File: src/rtl/keypad_scanner.sv
// 4x4 keypad column scanner: row synchronizer, per-frame priority encode, frame debounce.
// Define KEYPAD_REPEAT_EN to compile in auto-repeat strobes every REPEAT_FRAMES frames.
module keypad_scanner #(
  parameter int SCAN_DIV      = 100000,
  parameter int DEBOUNCE_CNT  = 4,
  parameter int REPEAT_FRAMES = 250
) (
  input  logic       clk,
  input  logic       reset,
  output logic [3:0] col_n,
  input  logic [3:0] row_n,
  output logic [4:0] key_code,
  output logic       key_valid
);

  localparam int DW = $clog2(SCAN_DIV);
  localparam int SW = $clog2(DEBOUNCE_CNT + 1);
  localparam logic [4:0]    NO_KEY     = 5'b11111;
  localparam logic [DW-1:0] DWELL_LAST = DW'(SCAN_DIV - 1);
  localparam logic [SW-1:0] STABLE_MAX = SW'(DEBOUNCE_CNT);

  typedef enum logic [1:0] {
    COL0 = 2'd0,
    COL1 = 2'd1,
    COL2 = 2'd2,
    COL3 = 2'd3
  } col_state_e;

  col_state_e    state_q, state_d, next_state;
  logic [DW-1:0] dwell_q, dwell_d;
  logic [3:0]    col_n_q, col_n_d;
  logic [3:0]    row_meta_q, row_sync_q;
  logic [4:0]    frame_q, frame_d;
  logic [4:0]    cand_q, cand_d;
  logic [SW-1:0] stable_q, stable_d;
  logic [4:0]    key_code_q, key_code_d;
  logic          key_valid_q, key_valid_d;
  logic [4:0]    col_code, raw_code;
  logic          last_dwell, frame_end, accept;

`ifdef KEYPAD_REPEAT_EN
  localparam int RW = $clog2(REPEAT_FRAMES + 1);
  localparam logic [RW-1:0] REP_MAX = RW'(REPEAT_FRAMES);
  logic [RW-1:0] rep_q, rep_d;
`endif

  function automatic logic [4:0] key_lookup(input logic [1:0] r, input logic [1:0] c);
    logic [4:0] code;
    case ({r, c})
      4'h0: code = 5'd1;
      4'h1: code = 5'd2;
      4'h2: code = 5'd3;
      4'h3: code = 5'd10;
      4'h4: code = 5'd4;
      4'h5: code = 5'd5;
      4'h6: code = 5'd6;
      4'h7: code = 5'd11;
      4'h8: code = 5'd7;
      4'h9: code = 5'd8;
      4'hA: code = 5'd9;
      4'hB: code = 5'd12;
      4'hC: code = 5'd0;
      4'hD: code = 5'd15;
      4'hE: code = 5'd14;
      default: code = 5'd13;
    endcase
    return code;
  endfunction

  always_comb begin
    col_code = NO_KEY;
    for (int r = 3; r >= 0; r--) begin
      if (!row_sync_q[r]) col_code = key_lookup(2'(r), state_q);
    end
    // A new frame starts at COL0; later columns only fill in if nothing was found yet
    raw_code   = (state_q == COL0 || frame_q == NO_KEY) ? col_code : frame_q;
    last_dwell = (dwell_q == DWELL_LAST);
    frame_end  = last_dwell && (state_q == COL3);
    next_state = col_state_e'(state_q + 2'd1);
    accept     = (stable_q == STABLE_MAX) && (cand_q != key_code_q);

    state_d     = state_q;
    dwell_d     = dwell_q + 1'b1;
    col_n_d     = col_n_q;
    frame_d     = frame_q;
    cand_d      = cand_q;
    stable_d    = stable_q;
    key_code_d  = key_code_q;
    key_valid_d = 1'b0;

    if (last_dwell) begin
      dwell_d = '0;
      state_d = next_state;
      col_n_d = ~(4'b0001 << next_state);
      frame_d = raw_code;
    end

    if (frame_end) begin
      if (raw_code == cand_q) begin
        if (stable_q != STABLE_MAX) stable_d = stable_q + 1'b1;
      end else begin
        cand_d   = raw_code;
        stable_d = SW'(1);
      end
    end

    // Acceptance is one cycle after the frame-end update, so key_code lags by +1 cycle
    if (accept) begin
      key_code_d  = cand_q;
      key_valid_d = (cand_q != NO_KEY);
    end

`ifdef KEYPAD_REPEAT_EN
    rep_d = rep_q;
    if (accept || key_code_q == NO_KEY) begin
      rep_d = '0;
    end else if (rep_q == REP_MAX) begin
      rep_d       = '0;
      key_valid_d = 1'b1;
    end else if (frame_end) begin
      rep_d = rep_q + 1'b1;
    end
`endif
  end

  always_ff @(posedge clk or negedge reset) begin
    if (!reset) begin
      state_q     <= COL0;
      dwell_q     <= '0;
      col_n_q     <= 4'b1110;
      row_meta_q  <= 4'b1111;
      row_sync_q  <= 4'b1111;
      frame_q     <= NO_KEY;
      cand_q      <= NO_KEY;
      stable_q    <= '0;
      key_code_q  <= NO_KEY;
      key_valid_q <= 1'b0;
`ifdef KEYPAD_REPEAT_EN
      rep_q       <= '0;
`endif
    end else begin
      state_q     <= state_d;
      dwell_q     <= dwell_d;
      col_n_q     <= col_n_d;
      row_meta_q  <= row_n;
      row_sync_q  <= row_meta_q;
      frame_q     <= frame_d;
      cand_q      <= cand_d;
      stable_q    <= stable_d;
      key_code_q  <= key_code_d;
      key_valid_q <= key_valid_d;
`ifdef KEYPAD_REPEAT_EN
      rep_q       <= rep_d;
`endif
    end
  end

  assign col_n     = col_n_q;
  assign key_code  = key_code_q;
  assign key_valid = key_valid_q;

endmodule

File: config.mk
export PLATFORM = sky130hd
export DESIGN_NAME = keypad_scanner
export DESIGN_NICKNAME = d
export VERILOG_FILES = /design/src/rtl/keypad_scanner.sv
export SDC_FILE = /design/constraint.sdc
export NUM_CORES = 1
export LEC_CHECK = 0
export BUFFER_PORTS_ARGS = -buffer_cell sky130_fd_sc_hd__buf_2
export CAP_MARGIN = 10
export CORE_ASPECT_RATIO = 1.1
export CORE_MARGIN = 2
export CORE_UTILIZATION = 50
export CTS_BUF_LIST = sky130_fd_sc_hd__clkbuf_4 sky130_fd_sc_hd__clkbuf_8
export DETAILED_ROUTE_END_ITERATION = 10
export PLACE_DENSITY = 0.68
export SLEW_MARGIN = 20
export SYNTH_ARGS = -nofsm -noshare
export SYNTH_HDL_FRONTEND = slang
export SYNTH_SLANG_ARGS = --single-unit
File: constraint.sdc
create_clock -name clk -period 5.4 [get_ports clk]
set_clock_uncertainty 0.1 [all_clocks]
set_input_delay 0.27 -clock clk [delete_from_list [all_inputs] [get_ports clk]]
set_output_delay 0.27 -clock clk [all_outputs]
set_load 0.02 [all_outputs]
# Word level (Yosys, flattened, before mapping)
# Index checks and enable logic that the tools add are counted.
dict set report word_totals {
  reg_bits 50
  out_inout_bits 10
}
dict set report classes {
  n_addsub 3
  eq_ne 11
  shifts 1
  muxes 13
  bitwise_logic 2
  reduce_logical 6
}
# cell count
set ops {}
lappend ops {{$pmux 5 s4} 3}
lappend ops {{$mux 5} 5}
lappend ops {{$add 17x1->17 const B} 1}
lappend ops {{$eq 17x17->1 const B} 1}
lappend ops {{$mux 17} 1}
lappend ops {{$pmux 4 s3} 1}
lappend ops {{$mux 3} 2}
lappend ops {{$eq 5x5->1} 1}
lappend ops {{$eq 5x5->1 const B} 1}
lappend ops {{$ne 5x5->1} 1}
lappend ops {{$ne 5x5->1 const B} 1}
lappend ops {{$eq 2x2->1 const B} 2}
lappend ops {{$not 4->4} 1}
lappend ops {{$reduce_and 2->1} 2}
lappend ops {{$shl 1x2->4 const A} 1}
lappend ops {{$add 3x1->3 const B} 1}
lappend ops {{$eq 3x3->1 const B} 1}
lappend ops {{$ne 3x3->1 const B} 1}
lappend ops {{$add 2x1->2 const B} 1}
lappend ops {{$eq 2x1->1 const B} 1}
lappend ops {{$logic_and 1x1->1} 2}
lappend ops {{$logic_not 2->1} 1}
lappend ops {{$ne 2x1->1 const B} 1}
lappend ops {{$logic_or 1x1->1} 1}
lappend ops {{2 further kinds} 2}

# Longest topological paths before layout
dict set report logic_depth {
  depth_word 10
  mapped_depth 9
  depth_no_buf 8
}

# Worst setup path after synthesis
# Ideal clock, no wire load.
dict set report synth_path {
  path_type {register -> register}
  startpoint {register state_q[0]}
  endpoint {register stable_q[0]}
  setup_time_ps 123
  arrival_time_ps 2025
  required_time_ps 5177
  slack_ps 3152
  path_stages_with_launch 9
  period_less_slack_ps 2248
  path_cell_list {dfrtp_1 inv_1 ha_1 clkbuf_8 a31o_2 a311o_2 nor4b_4 o2111a_1 a21oi_1}
}
dict set report synth_between {
  elab_chain_len 10
  word_cells_on_any_way 19
}
# element line_no
set synth_rtl {}
lappend synth_rtl {{start: declaration} 29} ;# col_state_e state_q, state_d, next_state;
lappend synth_rtl {{start signal: assignment} 142} ;# state_q <= state_d;
lappend synth_rtl {{$eq 2x2->1 (tied with other cells)} 49} ;# case ({r, c})
lappend synth_rtl {{$pmux 4 s3} 49}
lappend synth_rtl {{$mux 5 (4 in series)} 73} ;# if (!row_sync_q[r]) col_code = key_lookup(2'(r), state_q);
lappend synth_rtl {{$mux 5} 76} ;# raw_code = (state_q == COL0 || frame_q == NO_KEY) ? col_code : frame_q;
lappend synth_rtl {{$eq 5x5->1} 99} ;# if (raw_code == cand_q) begin
lappend synth_rtl {{$ne 2x1->1 (no source line)} -}
lappend synth_rtl {{$reduce_and 2->1 (no source line)} -}
lappend synth_rtl {{end signal: assignment} 149} ;# stable_q <= stable_d;
lappend synth_rtl {{end: declaration} 35} ;# logic [SW-1:0] stable_q, stable_d;
# Parallel ways exist; a longest one is shown, timed or not. The select of a mux whose other input is x is not followed.
# A chain may end at the register's enable or synchronous reset.

# Final worst setup path
dict set report layout_path {
  startpoint {register state_q[0]}
  endpoint {register stable_q[2]}
}
# The elaborated chain is that of the path after synthesis.

==> results by group <==
GRT
  • Largest net degree at the start of global routing: ~50
  • Number of global-route vias before repair: around 1700
  • Most used routing layer: met2
  • Met2 Resource Use GR: 0.285
  • GR Util All Layers: 0.178
  • Met3 Usage GRT: 0.0385
  • Total gr overflow: 0
  • Met1 usage: 0.236
  • First-pass GRT wire length: 7830 um
  • Initial antenna violation count: 0

Route
  • Final wirelength: about 4500 um
  • DRC: 0
  • Via count: 1744
  • DRT antenna net count: 0
  • Vias/cell: approximately 5.4
  • 1st-iter DRT viols: between 90 and 100
  • 1st-pass router iterations: 4
  • DR WL/cell: 14.0 um

Logic synthesis
  • Ys flop type: dfstp_2
  • Cell variety after synth: between 50 and 60
  • Mapped Nets: around 250
  • Avg Inst Size Synth: between 10 and 15 um2
  • Yosys reg bits: 50
  • Synth Cell Area: around 0.0025 mm2
  • Register area share after synthesis: 0.508
  • Ys Warns: 0
  • Asr flop ratio synth: 1.00
  • Post-synth EDFFs: 0
  • Mapped Cells: 239

Power and ir drop
  • Cell Int Power: between 400 and 500 uW
  • PD cells: approximately 230 mW/mm2
  • Max VDD drop: about 0.14 mV
  • Logic pwr share: 0.039
  • Switch share: 0.214
  • Power share of the clock group: 0.356
  • Leakage: ~0.0012 uW
  • Switch Pwr: 136 uW
  • Reg power frac: 0.605

STA
  • Setup-failing EPs final: 0
  • Final hold vios: 0
  • Rel. slew slack: 0.583
  • Worst Max-Slew Pin Slew: 620 ps
  • RSZ-0062 raised after global routing: no
  • Final Cycle Share: 0.485
  • Min Tclk post-route: between 2000 and 3000 ps
  • Max Transition Viols Final: 0
  • Setup_tns: 0 ps
  • Achievable Freq: between 300 and 400 MHz

Flow run
  • MaxCap Viol Count: 0

Final layout
  • Nets: 277
  • Sequential Area: ~0.0013 mm2
  • Design area: between 0.002 and 0.003 mm2
  • # fillers: 431
  • Commonest non-fill, non-tap cell in the layout: dfstp_2
  • Area delta synth->final: 10.8%
  • Diodes inserted: 0
  • Multi-input logic area: 0.00118 mm2
  • Most frequent cells in the layout: 26 x dfstp_2, 25 x nand2_1, 24 x dfrtp_1
  • Layout cells sized above 1: 0.236
  • Finished Layout Cells: about 320

Status
  • Status: complete, no violations

Clock network
  • Hold-fix buffers at CTS: 5
  • CTS Buffer Depth: 2
  • Sink Count: 50
  • Resize count post-CTS: 0
  • Post-CTS Repair Setup Buffers: 0
  • Worst-Skew Late Latency: around 300 ps
  • H-tree levels: 2
  • CTS tree: done
  • Clock Tree Root: clkbuf_8
  • CTS clk-pin slew, worst paths: approximately 80 ps
  • Inserted Clock Buffers: 5

Setup path
  • Worst Path Arrival: about 2700 ps
  • FF-to-FF End: stable_q[2]$_DFFE_PN0P_
  • Crit path kind: flip-flop to flip-flop
  • R2r setup slk: approximately 2800 ps
  • Worst Setup Start Kind: flip-flop
  • End point of the critical path: stable_q[2]$_DFFE_PN0P_
  • Worst setup path start: state_q[0]$_DFFE_PN0N_
  • Setup crit end kind: flip-flop
  • R2R cell count: 8
  • Worst-path fanout max: 14
  • Worst R2R Start: state_q[0]$_DFFE_PN0N_
  • Worst EP required: 5520 ps

Placement
  • Number of I/O port buffers: 15
  • GPL Wtd Cong: about 0.80
  • Placed Area: about 0.0027 mm2
  • Estimated wirelength of the detail-placed design: roughly 3300 um
  • Inst Count DP: roughly 310

Worst hold path
  • Worst Hold Class: flip-flop to flip-flop

Floorplan
  • I/O pins: 16
  • DIE HEIGHT: 78.6 um
  • Placeable Area: around 0.005 mm2
  • Starting density of the core: 0.512
  • Die width: slightly above 70 um
  • Die ar.: between 0.005 and 0.006 mm2
  • Row count: 27
[Yosys cell counts, types with 2 or more instances]
cell       count  area, um2
nor2_1        18       67.6
nand2_1       25       93.8
and2_1         4       25.0
nand3b_1       2       15.0
o21ai_0        8       40.0
nor2b_1        2       12.5
nand4bb_1      2       22.5
nand4_1        9       56.3
xnor2_1       11       96.3
nor3_1         4       20.0
nand3_1        9       45.0
a211oi_1       3       22.5
xor2_1        11       96.3
dfrtp_1       24        601
mux2_2         3       33.8
o32ai_1        4       35.0
a31oi_1        3       18.8
and3_1         4       25.0
clkbuf_1       4       15.0
a21oi_1        8       40.0
nor4_2         2       25.0
nand2b_1       4       25.0
o21ai_1        6       30.0
inv_1          8       30.0
ha_1           9        113
dfstp_2       26        683
[power groups by stage]
stage	clock network, uW	registers (uW)	logic [uW]
detailed placement	0	390	22.5
CTS	235	384	25.3
global route	248	384	27.8
finish	226	384	24.7
global placement	0	390	22.4
floorplan	0	389	10.9
[per-layer routing]
metal / wire length [um] / share of wire
met3: 122 / 0.027
met2: 2070 / 0.46
met4: 84 / 0.019
met5: 0 / 0
met1: 2230 / 0.49
[logic make-up (layout without fill, tap and decap cells)]
group	Yosys count	in the layout	synth area share
multiplexers	4	4	0.0173
AND/OR/NAND/NOR	95	95	0.209
flip-flops	50	50	0.508
adder cells (fa/ha/maj)	9	9	0.0446
buffers and inverters	14	38	0.0253
XOR/XNOR	22	22	0.0763
AO/OA/AOI/OAI	45	45	0.120
[sequential cells by signal, summed over array words and instances, names as in the netlist]
signal and flops:
cand_q 5, col_n 4, dwell_q 17, frame_q 5, key_code 5, key_valid 1, row_meta_q 4, row_sync_q 4
stable_q 3, state_q 2
[metrics by stage]
step                      setup slack (ps)  total power (uW)   util  hold slack, ps
final                                 2780               635  0.568             259
after global routing                  2600               660  0.568             262
after CTS                             2770               644  0.568             261
after detailed placement              2790               413  0.538             249
after global placement                2860               412  0.538             246
after floorplan                       3150               400      -            -126
[critical path, cell delays in order (launching register included)]
cell and delay, ps:
dfrtp_1 420, inv_1 150, ha_1 440, nor2_1 140, o221a_1 290, a311o_2 370
nor4b_4 310, nand4_1 150, a21oi_1 180
[how the worst min path moves through the flow]
stage | from | end | depth (start not counted)
3_3_place_gp | row_meta_q[2]$_DFF_PN1_ | row_sync_q[2]$_DFF_PN1_ | 0
5_1_grt | row_meta_q[0]$_DFF_PN1_ | row_sync_q[0]$_DFF_PN1_ | 0
3_5_place_dp | row_meta_q[0]$_DFF_PN1_ | row_sync_q[0]$_DFF_PN1_ | 0
2_1_floorplan | reset | col_n[0]$_DFFE_PN0N_ | 0
4_1_cts | row_meta_q[0]$_DFF_PN1_ | row_sync_q[0]$_DFF_PN1_ | 0
6_report | row_meta_q[0]$_DFF_PN1_ | row_sync_q[0]$_DFF_PN1_ | 0
[final cells by class]
class / count / share of cell area
tap: 58 / 0.0259
timing repair buffer: 22 / 0.0500
multi-input combinational: 175 / 0.421
sequential: 50 / 0.458
clock inverter: 1 / 0.00179
inverter: 8 / 0.0107
clock buffer: 7 / 0.0322
Power figures use the tool's default switching activity.
